$ cat config.mk
export PLATFORM = sky130hd
export DESIGN_NAME = onebit_cmp_sweeper
export DESIGN_NICKNAME = d
export VERILOG_FILES = /design/src/rtl/onebit_cmp_sweeper.sv
export SDC_FILE = /design/constraint.sdc
export NUM_CORES = 1
export LEC_CHECK = 0
export ABC_AREA = 0
export CAP_MARGIN = 30
export CORE_MARGIN = 1.5
export CORE_UTILIZATION = 50
export CTS_BUF_LIST = sky130_fd_sc_hd__clkbuf_4 sky130_fd_sc_hd__clkbuf_8
export DETAILED_ROUTE_END_ITERATION = 12
export GPL_ROUTABILITY_DRIVEN = 1
export GPL_TIMING_DRIVEN = 0
export PLACE_DENSITY_LB_ADDON = 0.05
export SLEW_MARGIN = 25
export SYNTH_ARGS = -nofsm -noshare
export SYNTH_HDL_FRONTEND = slang
export SYNTH_SLANG_ARGS = --single-unit
$ cat constraint.sdc
create_clock -name clk -period 3.29 [get_ports clk]
set_clock_uncertainty 0.2 [all_clocks]
set_input_delay 0.658 -clock clk [delete_from_list [all_inputs] [get_ports clk]]
set_output_delay 0.658 -clock clk [all_outputs]
set_load 0.03 [all_outputs]
$ cat src/rtl/onebit_cmp_sweeper.sv
// Stimulus/checker engine for a one-bit magnitude comparator: steps (a,b) through
// 00,10,11,01, samples agb/eg/alb at the end of each hold window and records mismatches.
module onebit_cmp_sweeper #(
  parameter int HOLD_CYCLES = 4
) (
  input  logic       clk,
  input  logic       rst,
  input  logic       start,
  output logic       a_out,
  output logic       b_out,
  input  logic       agb_in,
  input  logic       eg_in,
  input  logic       alb_in,
  output logic       busy,
  output logic       done,
  output logic       pass,
  output logic [3:0] err_vec
);

  localparam int CW = (HOLD_CYCLES > 2) ? $clog2(HOLD_CYCLES) : 1;
  localparam logic [CW-1:0] CNT_LAST = CW'(HOLD_CYCLES - 1);

  // Handshake: start is a one-cycle request, accepted only in IDLE (busy=0);
  // done pulses for one cycle in IDLE with pass/err_vec already final.
  typedef enum logic {IDLE = 1'b0, RUN = 1'b1} state_t;

  state_t        state, state_nxt;
  logic [1:0]    idx, idx_nxt;
  logic [CW-1:0] cnt, cnt_nxt;
  logic          a_nxt, b_nxt, busy_nxt, done_nxt, pass_nxt;
  logic [3:0]    err_nxt;
  logic [1:0]    idx_inc;
  logic          mismatch;

  assign idx_inc = idx + 2'd1;

  // Expected flags follow the vector currently on a_out/b_out.
  assign mismatch = (agb_in != (a_out & ~b_out)) ||
                    (eg_in  != ~(a_out ^ b_out)) ||
                    (alb_in != (~a_out & b_out));

  always_comb begin
    state_nxt = state;
    idx_nxt   = idx;
    cnt_nxt   = cnt;
    a_nxt     = a_out;
    b_nxt     = b_out;
    busy_nxt  = busy;
    done_nxt  = 1'b0;
    pass_nxt  = pass;
    err_nxt   = err_vec;
    case (state)
      IDLE: begin
        a_nxt    = 1'b0;
        b_nxt    = 1'b0;
        busy_nxt = 1'b0;
        if (start) begin
          state_nxt = RUN;
          idx_nxt   = 2'd0;
          cnt_nxt   = '0;
          err_nxt   = 4'b0000;
          pass_nxt  = 1'b0;
          busy_nxt  = 1'b1;
        end
      end
      RUN: begin
        if (cnt == CNT_LAST) begin
          cnt_nxt      = '0;
          err_nxt[idx] = err_vec[idx] | mismatch;
          if (idx == 2'd3) begin
            state_nxt = IDLE;
            a_nxt     = 1'b0;
            b_nxt     = 1'b0;
            busy_nxt  = 1'b0;
            done_nxt  = 1'b1;
            pass_nxt  = (err_nxt == 4'b0000);
          end else begin
            idx_nxt = idx_inc;
            // Vector order 00,10,11,01: a = idx[1]^idx[0], b = idx[1].
            a_nxt   = idx_inc[1] ^ idx_inc[0];
            b_nxt   = idx_inc[1];
          end
        end else begin
          cnt_nxt = cnt + 1'b1;
        end
      end
      default: state_nxt = IDLE;
    endcase
  end

  always_ff @(posedge clk) begin
    if (rst) begin
      state   <= IDLE;
      idx     <= 2'd0;
      cnt     <= '0;
      a_out   <= 1'b0;
      b_out   <= 1'b0;
      busy    <= 1'b0;
      done    <= 1'b0;
      pass    <= 1'b0;
      err_vec <= 4'b0000;
    end else begin
      state   <= state_nxt;
      idx     <= idx_nxt;
      cnt     <= cnt_nxt;
      a_out   <= a_nxt;
      b_out   <= b_nxt;
      busy    <= busy_nxt;
      done    <= done_nxt;
      pass    <= pass_nxt;
      err_vec <= err_nxt;
    end
  end

endmodule

# Yosys cells after proc, flatten, opt, wreduce, memory -nomap -nowiden
# Cells that the tools add are included.
[word_totals] register_bits=14 in_bits=6 out_inout_bits=9
[classes] addsub=2 order_cmp=2 n_eq_ne=9 muxes=32 bitwise=10 n_reduce_logical=9
[op_table] operator="two-way mux 1 bit" count=15
[op_table] operator="case mux 1 bit (2 select lines)" count=5
[op_table] operator="two-way mux 2 bit" count=4
[op_table] operator="two-way mux 4 bit" count=2
[op_table] operator="case mux 2 bit (2 select lines)" count=2
[op_table] operator="case mux 4 bit (2 select lines)" count=1
[op_table] operator="AND reduction 3 bit" count=2
[op_table] operator="NOT 1 bit" count=5
[op_table] operator="adder 2 x 1 -> 2 bit (second input constant)" count=2
[op_table] operator="bitwise mux 4 bit" count=1
[op_table] operator="== test 2 bit (second input constant)" count=2
[op_table] operator="zero test 4 bit" count=1
[op_table] operator="inequality test 2 x 1 -> 1 bit (second input constant)" count=2
[op_table] operator="inequality test 2 bit (second input constant)" count=2
[op_table] operator="AND reduction 2 bit" count=2
[op_table] operator="< comparator 2 x 3 -> 1 bit (second input constant)" count=1
[op_table] operator="inequality test 1 bit" count=3
[op_table] operator="OR reduction 3 bit" count=1
[op_table] operator="AND 1 bit" count=2
[op_table] operator="binary-select mux 1 bit (select 2 bit)" count=1
[op_table] operator="demux 1 bit (select 2 bit)" count=1
[op_table] operator="greater-or-equal comparator 2 x 1 -> 1 bit (second input constant)" count=1
[op_table] operator="logical OR 1 bit" count=2
[op_table] operator="XOR 1 bit" count=2
[op_table] operator="2 further kinds" count=2

# Longest topological paths before layout
# Gate-level depths: netlist (run 1).
[logic_depth] ltp_word=11 depth_mapped=6 mapped_depth_nobuf=6

# Worst setup path after synthesis (run 1)
# OpenSTA, ideal clock, no wires.
[synth_path] path_kind="flip-flop to flip-flop" from="register a_out" to="register err_vec[1]" setup_ps=117 arrival_time_ps=1644 slack_ps=1328 path_stages_with_launch=7 path_buffers=0 cell_sequence="dfxtp_1 inv_1 ha_1 xor2_1 nor4_4 nor3_2 a32o_2"
[synth_between] elab_chain_len=9 word_cells_on_any_way=14 cone_classes="eq/ne (3); mux (3); bitwise (6); reduce/logical (2)"
[synth_rtl] element="start, declared" line_no="9" rtl="output logic a_out,"
[synth_rtl] element="start signal, assigned" line_no="106" rtl="a_out <= a_nxt;"
[synth_rtl] element="XOR 1 bit" line_no="39" rtl="(eg_in != ~(a_out ^ b_out)) ||"
[synth_rtl] element="NOT 1 bit" line_no="39"
[synth_rtl] element="inequality test 1 bit" line_no="39"
[synth_rtl] element="logical OR 1 bit" line_no="38" rtl="assign mismatch = (agb_in != (a_out & ~b_out)) ||"
[synth_rtl] element="logical OR 1 bit (*)" line_no="39"
[synth_rtl] element="bitwise OR 1 bit (*)" line_no="69" rtl="err_nxt[idx] = err_vec[idx] | mismatch;"
[synth_rtl] element="bitwise mux 4 bit (*)" line_no="69"
[synth_rtl] element="two-way mux 4 bit (*)" line_no="67" rtl="if (cnt == CNT_LAST) begin"
[synth_rtl] element="case mux 4 bit (2 select lines) (*)" line_no="52" rtl="case (state)"
[synth_rtl] element="end signal, assigned" line_no="111" rtl="err_vec <= err_nxt;"
[synth_rtl] element="end, declared" line_no="17" rtl="output logic [3:0] err_vec"
# Mark *: on every way between the ends. The rest lies on a longest branch, timed or not. The select of a mux whose other input is x is not followed.
# A chain may end at the register's enable or synchronous reset.

# Worst setup path after layout (run 1)
[layout_path] from="register err_vec[0]" to="output port err_vec[0]"
# No word-level cell between the ends.

==> results of run 1 <==
[layer usage]
| layer | global-route usage [%] | vias to the layer above | part of all wire (%) |
|---|---|---|---|
| met4 | 3.87 | 0 | 1.2 |
| li1 | - | 313 | - |
| met2 | 29.4 | 14 | 48 |
| met3 | 7.83 | 2 | 5.7 |
| met5 | 0 | - | 0 |
| met1 | 21.4 | 265 | 45 |
[power by group through the flow]
stage	registers [mW]	clock network (mW)	logic, mW
2_1_floorplan	0.180	0	0.0164
3_3_place_gp	0.179	0	0.0295
3_5_place_dp	0.179	0	0.0299
4_1_cts	0.175	0.125	0.0302
5_1_grt	0.176	0.132	0.0332
6_report	0.175	0.121	0.0301
[logic make-up after synthesis]
logic type / share of synthesized area [%]
multiplexers: 7.01
buffers and inverters: 5.51
AO/OA/AOI/OAI: 12.2
AND/OR/NAND/NOR: 21.5
XOR/XNOR: 4.68
adder cells (fa/ha/maj): 11.7
flip-flops: 37.4
[worst min-delay path by stage]
stage | end | startpoint | slack, ps | depth (start not counted)
6_report | pass | pass | 260 | 2
5_1_grt | pass | pass | 280 | 2
4_1_cts | pass | pass | 270 | 2
3_5_place_dp | pass | pass | 260 | 2
3_3_place_gp | pass | pass | 250 | 2
2_1_floorplan | cnt[0] | cnt[0] | 300 | 2
[state kept, by name (all words and copies together), names as in the netlist]
name,flops
b_out,1
err_vec,4
state,1
cnt,2
idx,2
a_out,1
busy,1
pass,1
done,1
[area by class of cell]
type	instances	area share, %
flip-flops and latches	14	29.7
multi-input cells	56	45.3
plain buffers	3	1.99
repair buffers	14	14.8
inverters	6	2.38
clock buffers	4	3.84
well taps	15	1.99
[per-stage QoR]
stage / utilization (%) / setup slack [ps]
after floorplan: - / 1330
after global placement: 67.3 / 1020
after detailed placement: 67.3 / 1010
after CTS: 70.0 / 1080
after global routing: 70.0 / 1030
final: 70.0 / 1090
[cells in the final DEF (no fill, tap or decap)]
master / n
nor3b_1: 1
a32o_2: 1
clkbuf_4: 3
clkbuf_8: 1
nor4_4: 1
nor2b_1: 3
xnor2_1: 1
nor3_1: 1
a32o_1: 2
a21oi_1: 3
a32oi_1: 1
clkdlybuf4s50_1: 14
ha_1: 7
a31oi_1: 1
nor3_2: 1
o2111ai_1: 1
o21ai_1: 1
and3_1: 2
nor2_1: 11
inv_1: 6
xor2_1: 3
mux2i_1: 3
clkbuf_1: 1
a211oi_1: 1
buf_4: 2
nand3_1: 5
nand2_1: 2
dfxtp_1: 14
nand2b_1: 2
mux4_2: 1
a2bb2oi_1: 1
==> results.py, run 1 <==
metrics = {
    "status": {
        "status": "finished, final reports clean",
    },
    "critical_path": {
        "cp-endpoint": "err_vec[0]",
        "max_stage_delay_ps": 680,
        "cp_num_buf_inv": 1,
        "crit_required_ps": 2430,
        "cpLargestDelayFamily": "buffers and inverters",
        "worstPathCellList": "clkdlybuf4s50_1",
        "cp.arrival_ps": 1350,
        "r2r_end": "err_vec[1]",
        "cp-end-kind": "primary output",
        "rr_worst_depth": 4,
        "crit_cells": 1,
        "start_kind": "flip-flop",
        "r2r_start": "idx[0]",
        "crit_type": "reg2out",
        "cp_max_fo": 4,
        "rrSetupSlack_ps": 1340,
        "worst_path_max_delay_cell": "clkdlybuf4s50_1",
        "crit_start": "err_vec[0]",
    },
    "sta": {
        "finalHoldViolCount": 0,
        "rsz0062_at_grt": "no",
        "max_freq_mhz": 454,
        "hold_ws_ps": 260,
        "drv_slew": 0,
        "setup_viol": 0,
        "setup_tns_ps": 0,
        "worst_pin_slew_ps": 413,
        "slew_headroom_pct": 72.5,
        "finalCriticalPeriod_ps": 2200,
        "fin_crit_sh_pct": 67.0,
    },
    "yosys": {
        "ys_seq_area_share_pct": 37.4,
        "syn_area_per_cell_um2": 9.49,
        "synth_area_um2": 749,
        "syn_nets": 92,
        "synth_enable_flop_cells": 0,
        "yosysMostFrequentCell": "dfxtp_1",
        "yosysTopAreaCell": "dfxtp_1",
        "synth_top_cells_by_count": "dfxtp_1 (14), nor2_1 (11), ha_1 (7), inv_1 (6), nand3_1 (5)",
        "yosysUniqueCellTypes": 28,
        "yosys_register_bits": 14,
        "yosys_most_used_dff": "dfxtp_1",
        "yosys-top-cells-area": "dfxtp_1 (37%), ha_1 (12%), nor2_1 (5.5%), mux2i_1 (4.0%), xor2_1 (3.5%)",
        "synthCells": 79,
        "yosys.area.top_type_share_pct": 37.4,
        "async_flop_share_pct": 0,
        "synth-warning-count": 0,
    },
    "clock_network": {
        "clk_latency_ps": 280,
        "cts_resized": 0,
        "cts_tree": "yes",
        "numClockSinks": 14,
        "clkTransAtPathRegs_ps": 80,
        "cts-buffers-inserted": 3,
        "cts_setup_buffers": 0,
        "hold_buffers": 0,
        "clockBufferDepth": 2,
        "h-tree-depth": 1,
        "clock-root-buffer": "clkbuf_4",
    },
    "pwr": {
        "p_int_mw": 0.254,
        "combPwrFrac_pct": 9.2,
        "p_clk_share_pct": 37.1,
        "ir_worst_vdd_v": 0.000280,
        "p_sw_mw": 0.0719,
        "seq_power_share_pct": 53.7,
        "swShare_pct": 22.1,
        "power.total_mw": 0.326,
        "p_leak_nw": 0.356,
        "power_density_nw_per_um2": 345,
    },
    "place": {
        "place_congestion": 0.740,
        "numPlacedInstances": 108,
        "io_buffers": 14,
        "dp_hpwl_um": 1080,
        "dpl_cell_area_um2": 908,
    },
    "floorplanning": {
        "num_rows": 13,
        "dieHeight_um": 41.7,
        "dieWidth_um": 41.7,
        "io_pins": 15,
        "dieArea_um2": 1740,
        "placeableCoreArea_um2": 1350,
        "start_util_pct": 55.5,
    },
    "layout": {
        "drive_gt1_share_pct": 10.3,
        "n_fill_cell": 116,
        "syn2layout_area_growth_pct": 26.0,
        "multi_input_area_um2": 428,
        "antenna_cells": 0,
        "layout.cells.non_filler": 112,
        "nNetsFinal": 111,
        "fin_area_um2": 945,
        "seqCellArea_um2": 280,
    },
    "route": {
        "totalWireLength_um": 1410,
        "vias_per_cell": 5.30,
        "first_pass_iters": 4,
        "dr_total_vias": 594,
        "drc": 0,
        "drt_iter0_markers": 11,
        "wire_per_inst_um": 12.6,
        "ant_nets": 0,
    },
    "grt": {
        "antenna_found_initial": 0,
        "grt.overflow.total": 0,
        "grt_max_degree": 11,
        "grt_usage_pct": 17.8,
        "grt_pass1_vias": 523,
        "grt_first_pass_wirelength_um": 2350,
    },
    "min_path": {
        "holdCritPathClass": "reg2reg",
    },
    "job": {
        "maxCapViolCount": 0,
    },
}
Power figures use the tool's default switching activity.
==> inputs of run 2 (changes only) <==
--- a/config.mk
+++ b/config.mk
@@ -8,7 +8,7 @@
 export ABC_AREA = 0
 export CAP_MARGIN = 30
 export CORE_MARGIN = 1.5
-export CORE_UTILIZATION = 50
+export CORE_UTILIZATION = 47
 export CTS_BUF_LIST = sky130_fd_sc_hd__clkbuf_4 sky130_fd_sc_hd__clkbuf_8
 export DETAILED_ROUTE_END_ITERATION = 12
 export GPL_ROUTABILITY_DRIVEN = 1
==> constraint.sdc (replaced) <==
create_clock -name clk -period 1.8 [get_ports clk]
set_clock_uncertainty 0.2 [all_clocks]
set_input_delay 0.36 -clock clk [delete_from_list [all_inputs] [get_ports clk]]
set_output_delay 0.36 -clock clk [all_outputs]
set_load 0.03 [all_outputs]
==> results.py, run 2 (synthesized netlist as in run 1, its figures left out) <==
metrics = {
    "place": {
        "dp_hpwl_um": 1020,
        "io_buffers": 14,
        "place_congestion": 0.794,
        "dpl_cell_area_um2": 915,
    },
    "sta": {
        "slew_headroom_pct": 70.8,
        "hold_ws_ps": 266,
        "finalHoldViolCount": 0,
        "drv_slew": 0,
        "worst_pin_slew_ps": 439,
        "setup_tns_ps": 0,
        "setup_viol": 0,
        "max_freq_mhz": 560,
        "finalCriticalPeriod_ps": 1780,
        "fin_crit_sh_pct": 99.2,
    },
    "layout": {
        "nNetsFinal": 113,
        "top_regs": "err_vec: 4 flops, cnt: 2 flops, idx: 2 flops",
        "drive_gt1_share_pct": 21.2,
        "syn2layout_area_growth_pct": 35.4,
        "layout_common_cells": "nor2_1 (11), dfxtp_1 (11), dlygate4sd2_1 (9)",
        "antenna_cells": 0,
        "largest_register_ff_count": 4,
        "fin_area_um2": 1010,
        "largest_register": "err_vec",
    },
    "critical_path": {
        "cp-end-kind": "flip-flop",
        "cp.arrival_ps": 1770,
        "crit_required_ps": 1780,
        "crit_type": "reg2reg",
        "crit_start": "idx[0]",
        "rr_worst_depth": 4,
        "rrSetupSlack_ps": 20,
        "r2r_end": "err_vec[1]",
        "r2r_start": "idx[0]",
        "start_kind": "flip-flop",
        "cp_max_fo": 3,
    },
    "clock_network": {
        "h-tree-depth": 1,
        "cts-buffers-inserted": 3,
        "clk_latency_ps": 280,
        "cts_tree": "yes",
        "clockBufferDepth": 2,
        "clkTransAtPathRegs_ps": 90,
        "numClockSinks": 14,
        "clock-root-buffer": "clkbuf_4",
    },
    "job": {
        "maxCapViolCount": 0,
    },
    "grt": {
        "grt_first_pass_wirelength_um": 2310,
        "grt.overflow.total": 0,
        "grt_max_degree": 11,
        "antenna_found_initial": 0,
        "grt_usage_pct": 17.3,
        "grt_pass1_vias": 534,
    },
    "pwr": {
        "p_clk_share_pct": 37.7,
        "p_int_mw": 0.462,
        "ir_worst_vdd_v": 0.000493,
        "swShare_pct": 23.3,
        "p_leak_nw": 0.419,
        "p_sw_mw": 0.140,
        "power.total_mw": 0.602,
        "power_density_nw_per_um2": 594,
        "combPwrFrac_pct": 9.9,
        "seq_power_share_pct": 52.4,
    },
    "floorplanning": {
        "num_rows": 14,
        "dieWidth_um": 42.9,
        "dieArea_um2": 1840,
        "dieHeight_um": 42.9,
        "start_util_pct": 49.8,
        "io_pins": 15,
        "placeableCoreArea_um2": 1510,
    },
    "route": {
        "ant_nets": 0,
        "first_pass_iters": 4,
        "dr_total_vias": 636,
        "drc": 0,
        "vias_per_cell": 5.53,
        "drt_iter0_markers": 9,
        "wire_per_inst_um": 13.5,
        "totalWireLength_um": 1560,
    },
    "min_path": {
        "worstHoldStart": "pass",
        "hold_depth": 2,
        "holdCritPathClass": "reg2reg",
        "holdPathEnd": "pass",
    },
    "status": {
        "status": "finished, final reports clean",
    },
}
[run 2: changes by cell type in the layout (fill, tap and decap cells not counted), sizes merged]
| cell | change |
|---|---|
| clkdlybuf4s50 | -9 |
| dlygate4sd2 | +9 |
| buf | +2 |
[run 2: what timing repair did]
item,in CTS,in global routing
pin swaps,2,6
buffers inserted,1,1
hold buffers,0,0
gates resized for setup,11,10
hold endpoints to repair,0,0
setup endpoints to repair,13,4
[run 2: worst max-delay path by stage]
stage / to / slack [ps] / depth (start not counted)
2_1_floorplan: err_vec[1] / 2 / 6
3_5_place_dp: err_vec[1] / -180 / 5
3_3_place_gp: err_vec[1] / -170 / 5
5_1_grt: err_vec[1] / -10 / 4
6_report: err_vec[1] / 20 / 4
4_1_cts: err_vec[1] / -40 / 4
[run 2: layout make-up]
type                       count  area [um^2]
fill                         128          492
multi-input combinational     56          479
sequential                    14          292
timing repair buffer          16          144
clock buffer                   4         36.3
inverter                       6         25.0
tap                           16         20.0
buffer                         3         18.8
[run 2: power groups by stage]
stage | clock network (mW) | registers (mW) | logic [mW]
after floorplan | 0 | 0.328 | 0.0299
after global placement | 0 | 0.326 | 0.0541
after CTS | 0.235 | 0.317 | 0.0537
final | 0.227 | 0.315 | 0.0598
after detailed placement | 0 | 0.326 | 0.0547
after global routing | 0.251 | 0.316 | 0.0647
[run 2: worst max-delay path, cell delays in order, from the launching register on]
cell	delay (ps)
dfxtp_4	360
mux4_2	520
nor4_4	250
nor3_2	120
a32o_2	240
[run 2: per-stage QoR]
step | util (%) | setup WS (ps) | std cells
floorplan | - | 2.50 | 79
global placement | 60.7 | -166 | 109
detailed placement | 60.7 | -176 | 109
CTS | 63.1 | -36.4 | 114
global route | 67.4 | -13.3 | 115
finish | 67.4 | 15.3 | 115
[run 2: routing by layer]
layer	vias to the layer above	global-route usage, %	wire length (um)
li1	317	-	-
met1	306	22.3	733
met2	11	24.8	753
met3	2	6.38	57
met4	0	9.70	13
met5	-	0	0
==> inputs of run 3 (changes only) <==
--- a/config.mk
+++ b/config.mk
@@ -6,14 +6,16 @@
 export NUM_CORES = 1
 export LEC_CHECK = 0
 export ABC_AREA = 0
-export CAP_MARGIN = 30
+export CAP_MARGIN = 20
 export CORE_MARGIN = 1.5
 export CORE_UTILIZATION = 47
 export CTS_BUF_LIST = sky130_fd_sc_hd__clkbuf_4 sky130_fd_sc_hd__clkbuf_8
 export DETAILED_ROUTE_END_ITERATION = 12
 export GPL_ROUTABILITY_DRIVEN = 1
 export GPL_TIMING_DRIVEN = 0
+export HOLD_SLACK_MARGIN = 0.03
 export PLACE_DENSITY_LB_ADDON = 0.05
+export SKIP_LAST_GASP = 1
 export SLEW_MARGIN = 25
 export SYNTH_ARGS = -nofsm -noshare
 export SYNTH_HDL_FRONTEND = slang
==> results.py, run 3 (synthesized netlist as in run 1, its figures left out) <==
metrics = {
    "status": {
        "status": "finished, final reports clean",
    },
    "place": {
        "io_buffers": 14,
        "dp_hpwl_um": 1020,
        "place_congestion": 0.794,
        "numPlacedInstances": 109,
    },
    "sta": {
        "max_freq_mhz": 560,
        "finalCriticalPeriod_ps": 1780,
        "finalHoldViolCount": 0,
        "worst_pin_slew_ps": 439,
        "fin_crit_sh_pct": 99.1,
        "drv_slew": 0,
        "setup_tns_ps": 0,
        "slew_headroom_pct": 70.8,
        "setup_viol": 0,
        "hold_ws_ps": 266,
    },
    "layout": {
        "antenna_cells": 0,
        "nNetsFinal": 113,
        "largest_register": "err_vec",
        "drive_gt1_share_pct": 21.2,
        "layout.cells.non_filler": 115,
        "top_regs": "err_vec: 4 flops, cnt: 2 flops, idx: 2 flops",
        "n_fill_cell": 128,
        "largest_register_ff_count": 4,
        "layout_common_cells": "nor2_1 (11), dfxtp_1 (11), dlygate4sd2_1 (9)",
        "syn2layout_area_growth_pct": 35.4,
    },
    "floorplanning": {
        "dieArea_um2": 1840,
        "dieHeight_um": 42.9,
        "dieWidth_um": 42.9,
        "io_pins": 15,
        "num_rows": 14,
        "start_util_pct": 49.8,
        "placeableCoreArea_um2": 1510,
    },
    "min_path": {
        "worstHoldStart": "pass",
        "holdCritPathClass": "reg2reg",
    },
    "pwr": {
        "p_int_mw": 0.462,
        "p_sw_mw": 0.140,
        "p_clk_share_pct": 37.6,
        "swShare_pct": 23.2,
        "combPwrFrac_pct": 9.9,
        "power_density_nw_per_um2": 593,
        "seq_power_share_pct": 52.4,
        "ir_worst_vdd_v": 0.000493,
        "p_leak_nw": 0.419,
    },
    "grt": {
        "grt_max_degree": 11,
        "grt_first_pass_wirelength_um": 2300,
        "grt_usage_pct": 17.3,
        "grt_pass1_vias": 532,
        "antenna_found_initial": 0,
        "grt.overflow.total": 0,
    },
    "critical_path": {
        "cp.arrival_ps": 1770,
        "r2r_start": "idx[0]",
        "max_stage_delay_ps": 520,
        "start_kind": "flip-flop",
        "cp_max_fo": 3,
        "crit_start": "idx[0]",
        "crit_type": "reg2reg",
        "cp-end-kind": "flip-flop",
        "worstPathCellList": "mux4_2 -> nor4_4 -> nor3_2 -> a32o_2",
        "cp_num_buf_inv": 0,
        "worst_path_max_delay_cell": "mux4_2",
        "crit_required_ps": 1780,
        "cpLargestDelayFamily": "multiplexers",
    },
    "clock_network": {
        "clockBufferDepth": 2,
        "numClockSinks": 14,
        "hold_buffers": 0,
        "cts_tree": "yes",
        "clk_latency_ps": 280,
        "cts-buffers-inserted": 3,
        "h-tree-depth": 1,
        "clkTransAtPathRegs_ps": 90,
        "clock-root-buffer": "clkbuf_4",
    },
    "route": {
        "wire_per_inst_um": 13.5,
        "first_pass_iters": 4,
        "vias_per_cell": 5.52,
        "drt_iter0_markers": 9,
        "drc": 0,
        "ant_nets": 0,
        "totalWireLength_um": 1550,
        "dr_total_vias": 635,
    },
    "job": {
        "maxCapViolCount": 0,
    },
}
run 3: cell counts in the layout (fill, tap and decap cells not counted):
No cell type changed its count.
run 3: worst min-delay path, stage by stage, from the launching register on:
cell and delay, ps:
dfxtp_1 320, nand3_1 60, o21ai_1 50
run 3: cell type report:
cell class / instances / area, um^2 / share of cell area, %
buffer: 3 / 18.8 / 1.85
clock buffer: 4 / 36.3 / 3.58
inverter: 6 / 25.0 / 2.47
multi-input combinational: 56 / 479 / 47.2
sequential: 14 / 292 / 28.7
tap: 16 / 20.0 / 1.97
timing repair buffer: 16 / 144 / 14.2
run 3: timing repair:
action	CTS	global route
setup endpoints to repair	13	4
pin swaps	2	6
gates resized for setup	11	10
setup buffers	1	1
run 3: power groups by stage:
stage	sequential, mW	combinational, mW	clock (mW)
3_3_place_gp	0.326	0.0541	0
5_1_grt	0.316	0.0647	0.251
3_5_place_dp	0.326	0.0547	0
2_1_floorplan	0.328	0.0299	0
4_1_cts	0.317	0.0537	0.235
6_report	0.315	0.0598	0.227
run 3: final timing paths:
path | cells past startpoint | slack, ps | end
worst min-delay path | 2 | 270 | pass
worst max register to register | 4 | 20 | err_vec[1]
worst min register to register | 2 | 270 | pass
worst max-delay path | 4 | 20 | err_vec[1]
run 3: stage by stage:
step                      total power, mW  setup WS [ps]  area [um^2]  utilization (%)
final                               0.602           15.5         1010             67.4
after CTS                           0.606          -36.4          951             63.1
after detailed placement            0.380           -176          915             60.7
after global routing                0.632          -13.3         1010             67.4
after global placement              0.380           -166          915             60.7
after floorplan                     0.358           2.50          754                -
run 3: metal layers:
layer	vias up	share of wire, %	wire, um	GRT usage [%]
li1	317	-	-	-
met1	305	47	727	22.3
met2	11	49	754	24.8
met3	2	3.7	57	6.38
met4	0	0.84	13	9.70
met5	-	0	0	0
